--- src/rtl/coeff_dequant_writer.sv ---
// Coefficient dequantizer and zigzag block-buffer writer.
// Takes signed coefficients in zigzag scan order from the entropy decoder.
// Each coefficient is scaled by a frequency-band shift, and the result is
// written to the block buffer at its raster position. The module raises
// finish together with the last write of the block.
module coeff_dequant_writer #(
  parameter int DATA_W = 16,
  parameter int ADDR_W = 8
) (
  input  logic                     clk,
  input  logic                     reset,
  input  logic                     start,
  input  logic                     block_mode,
  input  logic                     q_select,
  input  logic signed [8:0]        decoded_coefficient,
  input  logic                     decoded_valid,
  output logic                     wr_en,
  output logic [ADDR_W-1:0]        wr_addr,
  output logic [DATA_W-1:0]        wr_data,
  output logic                     finish,
  output logic                     overrun
);

  localparam logic [1:0] IDLE   = 2'd0;
  localparam logic [1:0] ACTIVE = 2'd1;
  localparam logic [1:0] DONE   = 2'd2;

  logic [1:0]        state;
  logic [1:0]        state_next;
  logic [3:0]        row;
  logic [3:0]        col;
  logic [3:0]        row_next;
  logic [3:0]        col_next;
  logic [8:0]        count;
  logic              mode_q;
  logic              qsel_q;

  logic              start_ok;
  logic              accept;
  logic              last_coeff;
  logic [3:0]        n_max;
  logic [4:0]        diag;
  logic [1:0]        band;
  logic [2:0]        shift;
  logic [7:0]        raster;
  logic [DATA_W-1:0] coeff_ext;
  logic [DATA_W-1:0] dequant;

  // A start is only honoured from IDLE.
  // Coefficients are only taken while a block is open.
  assign start_ok = (state == IDLE) && start;
  assign accept   = (state == ACTIVE) && decoded_valid;

  // The block size, the band and the shift all come from the current scan position.
  always_comb begin
    n_max      = mode_q ? 4'd15 : 4'd7;
    diag       = {1'b0, row} + {1'b0, col};
    band       = mode_q ? 2'(diag >> 3) : 2'(diag >> 2);
    shift      = {1'b0, band} + {2'b00, qsel_q};
    last_coeff = mode_q ? (count == 9'd255) : (count == 9'd63);
    raster     = mode_q ? {row, col} : {2'b00, row[2:0], col[2:0]};
    coeff_ext  = {{(DATA_W-9){decoded_coefficient[8]}}, decoded_coefficient};
    dequant    = coeff_ext << shift;
  end

  // Next zigzag position.
  // Even diagonals move up-right and odd diagonals move down-left.
  // The scan turns along the block edges.
  always_comb begin
    row_next = row;
    col_next = col;
    if (diag[0] == 1'b0) begin
      if (col == n_max) begin
        row_next = row + 4'd1;
      end else if (row == 4'd0) begin
        col_next = col + 4'd1;
      end else begin
        row_next = row - 4'd1;
        col_next = col + 4'd1;
      end
    end else begin
      if (row == n_max) begin
        col_next = col + 4'd1;
      end else if (col == 4'd0) begin
        row_next = row + 4'd1;
      end else begin
        row_next = row + 4'd1;
        col_next = col - 4'd1;
      end
    end
  end

  // Block sequencing: IDLE -> ACTIVE -> DONE -> IDLE.
  // DONE lasts only for the finish cycle.
  always_comb begin
    state_next = state;
    case (state)
      IDLE:    if (start)                  state_next = ACTIVE;
      ACTIVE:  if (accept && last_coeff)   state_next = DONE;
      DONE:                                state_next = IDLE;
      default:                             state_next = IDLE;
    endcase
  end

  // State register.
  always_ff @(posedge clk or negedge reset) begin
    if (!reset) begin
      state <= IDLE;
    end else begin
      state <= state_next;
    end
  end

  // The scan position and the coefficient count advance once per accepted coefficient.
  // They rewind on an accepted start.
  always_ff @(posedge clk or negedge reset) begin
    if (!reset) begin
      row   <= 4'd0;
      col   <= 4'd0;
      count <= 9'd0;
    end else if (start_ok) begin
      row   <= 4'd0;
      col   <= 4'd0;
      count <= 9'd0;
    end else if (accept) begin
      row   <= row_next;
      col   <= col_next;
      count <= count + 9'd1;
    end
  end

  // The block mode and table select are captured once per block.
  // Changes on the inputs mid-block have no effect.
  always_ff @(posedge clk or negedge reset) begin
    if (!reset) begin
      mode_q <= 1'b0;
      qsel_q <= 1'b0;
    end else if (start_ok) begin
      mode_q <= block_mode;
      qsel_q <= q_select;
    end
  end

  // Registered write port.
  // Address and data hold their last value between writes.
  always_ff @(posedge clk or negedge reset) begin
    if (!reset) begin
      wr_en   <= 1'b0;
      wr_addr <= '0;
      wr_data <= '0;
    end else begin
      wr_en <= accept;
      if (accept) begin
        wr_addr <= ADDR_W'(raster);
        wr_data <= dequant;
      end
    end
  end

  // Finish is a single pulse that coincides with the write of the last coefficient.
  always_ff @(posedge clk or negedge reset) begin
    if (!reset) begin
      finish <= 1'b0;
    end else begin
      finish <= accept && last_coeff;
    end
  end

  // Sticky flag for coefficients that arrive while no block is open.
  // An accepted start clears it, but a stray coefficient in that same cycle still sets it.
  always_ff @(posedge clk or negedge reset) begin
    if (!reset) begin
      overrun <= 1'b0;
    end else if (decoded_valid && ((state == IDLE) || (state == DONE))) begin
      overrun <= 1'b1;
    end else if (start_ok) begin
      overrun <= 1'b0;
    end
  end

endmodule

--- config.mk ---
export PLATFORM = sky130hd
export DESIGN_NAME = coeff_dequant_writer
export DESIGN_NICKNAME = d
export VERILOG_FILES = /design/src/rtl/coeff_dequant_writer.sv
export SDC_FILE = /design/constraint.sdc
export NUM_CORES = 1
export LEC_CHECK = 0
export CAP_MARGIN = 5
export CORE_MARGIN = 10
export CORE_UTILIZATION = 51
export CTS_BUF_LIST = sky130_fd_sc_hd__clkbuf_4 sky130_fd_sc_hd__clkbuf_8
export DETAILED_ROUTE_END_ITERATION = 8
export GPL_TIMING_DRIVEN = 0
export PLACE_DENSITY = 0.79
export SLEW_MARGIN = 40
export SYNTH_ARGS = -nofsm -noshare
export SYNTH_HDL_FRONTEND = slang
export SYNTH_SLANG_ARGS = --single-unit
--- constraint.sdc ---
create_clock -name clk -period 3.2 [get_ports clk]
set_clock_uncertainty 0.2 [all_clocks]
set_input_delay 0.96 -clock clk [delete_from_list [all_inputs] [get_ports clk]]
set_output_delay 0.96 -clock clk [all_outputs]
set_load 0.02 [all_outputs]
# After elaboration in Yosys (flattened, before gate mapping)
# Index checks and enable logic that the tools add are counted.
[totals]
reg_bits = 48
in_bits = 15
output_inout_bits = 27
word_cells = 67
[op_classes]
addsub = 7
eq_ne = 12
shift = 1
muxes = 23
reduce_logical = 13
[op_table]
columns = ["cell", "count"]
rows = [
  ["$mux 4", 13],
  ["$mux 9", 2],
  ["$shl 16x3->16", 1],
  ["$add 9x1->9 const B", 1],
  ["$eq 9x6->1 const B", 1],
  ["$eq 9x8->1 const B", 1],
  ["$add 4x1->4 const B", 2],
  ["$eq 4x4->1", 2],
  ["$logic_not 4->1", 2],
  ["$mux 8", 1],
  ["$ne 4x4->1 const B", 2],
  ["$sub 4x1->4 const B", 2],
  ["$mux 2", 3],
  ["$ne 3x3->1 const B", 2],
  ["$reduce_and 3->1", 2],
  ["$add 4x4->5", 1],
  ["$logic_and 1x1->1", 4],
  ["$pmux 2 s2", 1],
  ["$reduce_bool 2->1", 2],
  ["$add 2x1->3", 1],
  ["$mux 1", 3],
  ["$eq 2x1->1 const B", 1],
  ["$eq 2x2->1 const B", 1],
  ["$logic_not 2->1", 1],
  ["other kinds (4)", 4],
]

# Depth between registers and ports, before layout
[logic_depth]
ltp_word = 6
ltp_mapped = 13
mapped_depth_nobuf = 13

# Worst setup path before layout
# OpenSTA, ideal clock, no wires.
[synth_timing]
path_kind = "register to register"
startpoint = "reg row[1]"
endpoint = "reg wr_data[6]"
setup_time_ns = 0.087
t_arrival_ns = 3.135
t_required_ns = 2.913
slack_ns = -0.221
stages_incl_launch_ff = 14
n_path_buf = 0
synth_period_minus_slack_ns = 3.421
cell_sequence = "dfrtp_1 -> ha_1 -> a21o_1 -> a211oi_4 -> a211oi_1 -> a21oi_1 -> a31oi_1 -> ha_1 -> nand3_1 -> o31ai_1 -> a211o_2 -> nor2_4 -> mux4_2 -> o211ai_1"
[synth_between]
elab_chain_len = 4
[synth_rtl]
columns = ["element", "line_no", "text"]
rows = [
  ["from (decl)", "30", "logic [3:0] row;"],
  ["from (signal assigned)", "126", "row <= row_next;"],
  ["$add 4x4->5", "57", "diag = {1'b0, row} + {1'b0, col};"],
  ["$mux 2", "58", "band = mode_q ? 2'(diag >> 3) : 2'(diag >> 2);"],
  ["$add 2x1->3", "59", "shift = {1'b0, band} + {2'b00, qsel_q};"],
  ["$shl 16x3->16", "63", "dequant = coeff_ext << shift;"],
  ["to (signal assigned)", "155", "wr_data <= dequant;"],
  ["to (decl)", "19", "output logic [DATA_W-1:0] wr_data,"],
]
# No other way between the ends.
# A chain may end at the register's enable or synchronous reset.

# Worst setup path in the final report
[layout_timing]
startpoint = "reg col[1]"
endpoint = "reg wr_data[10]"
[layout_between]
elab_chain_len = 4
[layout_rtl]
columns = ["element", "line_no", "text"]
rows = [
  ["from (decl)", "31", "logic [3:0] col;"],
  ["from (signal assigned)", "127", "col <= col_next;"],
  ["$add 4x4->5", "57", ""],
  ["$mux 2", "58", ""],
  ["$add 2x1->3", "59", ""],
  ["$shl 16x3->16", "63", ""],
]
# No other way between the ends.

==> results.txt <==
CTS Buf Count: 5
FP Rows: 26
Hold Crit Class: reg -> reg
Setup Crit Path Kind: reg -> reg
Routability Congestion: 0.867
Pwr Total: 4.39 mW
Synth-to-Final Area Change: 31.3%
Seq/Total Area, Yosys: 43.1%
Syn_area_per_cell: 9.61 µm²
Via count: 2,491
Yosys cell types: 52
Met3 routed wirelength: 392 µm
Share of cells above drive strength 1: 18.8%
Synth cell count leaders: dfrtp_1 (48), nand2_1 (37), nor2_1 (27)
FFs w/ async S/R, synth: 100%
Final slew viol count: 0
DR iter-0 viols: 148
WL met2: 3720 µm
Post-route ant nets: 0
Number of synthesized flops with an enable pin: 0
Clock Pin Slew Worst Setup and Hold Paths: 0.09 ns
IO Port Bufs: 41
Cells after synthesis: 290
Vias in the first global route: 2,437
Crit path DAT: 3.41 ns
Initial core utilization: 53.5%
CTS H-tree lvls: 2
DRC violation count after routing: 0
Vert. Die Dim: 93.9 µm
CTS tree: yes
M1 wire length: 3080 µm
Via density: 5.90
Ant. Diodes: 0
Drt pass-1 iters: 5
Crit Path Max Fanout: 5
Setup WS post-layout: -0.187 ns
Pin count of the biggest net entering global routing: 26
Insertion delay to the later sink of the worst-skew pair: 0.31 ns
WHS: 0.256 ns
Clock root cell: clkbuf_8
Minimum clock period: 3.39 ns
Pwr dens: 1200 mW/mm²
Synth Flop Type: dfrtp_1
Peak supply drop: 0.717 mV
Synth Register Bits: 48
Critical Path Start Type: register
Violations in the final reports: negative setup slack
Post-synth top area share: 43.1%
Core ar.: 0.00520 mm²
Maxcap violations: 0
Top cells by area, synth: dfrtp_1 (43%), ha_1 (6.3%), nand2_1 (5.0%)
Post-Route WL: 7250 µm
Max-slew headroom: 61.8%
Max layer used: met4
I/O Pins: 42
Post-layout nets: 380
Gr ovfl total: 0
Synth Cell Area: 0.00279 mm²
Crit share post-route: 106%
Most common cell in the netlist: dfrtp_1
Fmax: 295 MHz
WL/cell: 17.2 µm
Total track usage: 16.2%
# setup viols final: 7
Least-Margin Pin Slew: 0.567 ns
Area leader, netlist: dfrtp_1
First-pass GRT wire length: 11,700 µm
Crit end category: register
Outcome: complete, but fails checks
Die Width: 93.9 µm
CTS max path bufs: 2
Initial antenna violation count: 0
CP required: 3.22 ns
Clock sink count: 48
DP HPWL: 5350 µm
LEAKAGE: 1.55 nW
Syn Nets: 319
Synth warnings: 0
Area of the die: 0.00882 mm²
Unrepaired setup endpoints after global routing: yes
Final count of hold timing violations: 0
-- cell type report --
type,instances,area [µm²]
clock buffer,5,68.8
clock inverter,3,18.8
sequential,48,1210
buffer,12,51.3
inverter,16,60.1
multi-input combinational,213,1640
tap,70,87.6
timing repair buffer,55,529
fill,385,1550
-- layout by cell type (no fill, tap or decap), types with 3 or more instances in the layout --
master | netlist | routed
dfrtp_2 | 0 | 4
mux2i_1 | 6 | 5
dfrtp_1 | 48 | 44
mux4_2 | 3 | 3
clkdlybuf4s50_1 | 0 | 40
a211oi_2 | 2 | 4
clkbuf_1 | 12 | 9
a32o_1 | 3 | 3
ha_4 | 0 | 3
o21ai_0 | 20 | 16
nand3_1 | 10 | 7
o211ai_1 | 6 | 6
xor2_1 | 12 | 11
a21oi_1 | 4 | 3
ha_1 | 14 | 9
buf_4 | 0 | 13
nor2_1 | 27 | 26
nand3_2 | 0 | 3
o21ai_1 | 2 | 6
mux2_2 | 3 | 3
a31oi_1 | 5 | 3
inv_1 | 16 | 16
xnor2_1 | 5 | 5
nand2_1 | 37 | 36
clkbuf_8 | 0 | 5
nand2b_1 | 7 | 7
-- metrics by stage --
stage | std cells | util [%] | setup TNS [ns] | setup slack, ns | area (µm²)
2_1_floorplan | 290 | - | -0.568 | -0.138 | 2810
3_3_place_gp | 401 | 63.6 | -20.98 | -0.524 | 3310
3_5_place_dp | 402 | 63.9 | -4.71 | -0.467 | 3330
4_1_cts | 416 | 67.0 | -0.980 | -0.192 | 3490
5_1_grt | 422 | 70.3 | -1.90 | -0.342 | 3660
6_report | 422 | 70.3 | -0.816 | -0.187 | 3660
-- report_power, final --
group	leakage (nW)	switching (mW)	internal, mW
Combinational	0.922	1.60	1.40
Clock	0.0479	0.218	0.153
Sequential	0.583	0.177	0.834
Total	1.55	2.00	2.39
-- state kept, by name, indices dropped and copies added (netlist names) --
signal   cells
finish       1
row          4
overrun      1
wr_addr      8
count        9
col          4
wr_en        1
state        2
wr_data     16
qsel_q       1
mode_q       1
-- logic make-up after synthesis --
family          share of synthesized area (%)
fa+ha+maj                                6.29
simple gates                             16.5
xor+xnor                                 5.34
compound gates                           18.5
buf+inv                                  3.95
mux                                      6.33
flops                                    43.1
-- timing repair --
| item | 4_1_cts | 5_1_grt |
|---|---|---|
| endpoints found under the setup margin | 14 | 17 |
| setup buffers | 7 | 6 |
| resized for setup | 7 | 31 |
| hold buffers | 0 | 0 |
| pin swaps | 6 | 13 |
-- final timing paths --
path / start / to / slack [ns] / cells after the start
worst min register to register: state[1] / state[0] / 0.26 / 1
worst min-delay path: state[1] / state[0] / 0.26 / 1
min in group asynchronous: reset / overrun / 0.34 / 1
worst max register to register: col[1] / wr_data[10] / -0.19 / 13
worst max-delay path: col[1] / wr_data[10] / -0.19 / 13
max in group asynchronous: reset / row[0] / 2.02 / 2
-- routing by layer --
metal	GRT usage (%)	vias up
li1	-	1159
met1	20.4	1251
met2	27.5	72
met3	3.44	9
met4	3.67	0
met5	0	-
-- critical path, stage by stage, from the launching register on --
cell      delay, ns
dfrtp_2        0.44
ha_4           0.25
a21o_4         0.24
a211oi_4       0.23
a211oi_2       0.06
a21oi_2        0.16
a31oi_4        0.06
ha_4           0.21
nand3_2        0.10
o31ai_4        0.08
a211o_4        0.34
nor2_4         0.17
mux4_2         0.56
o211ai_1       0.20
No activity file was read; power rests on OpenSTA's default activity.
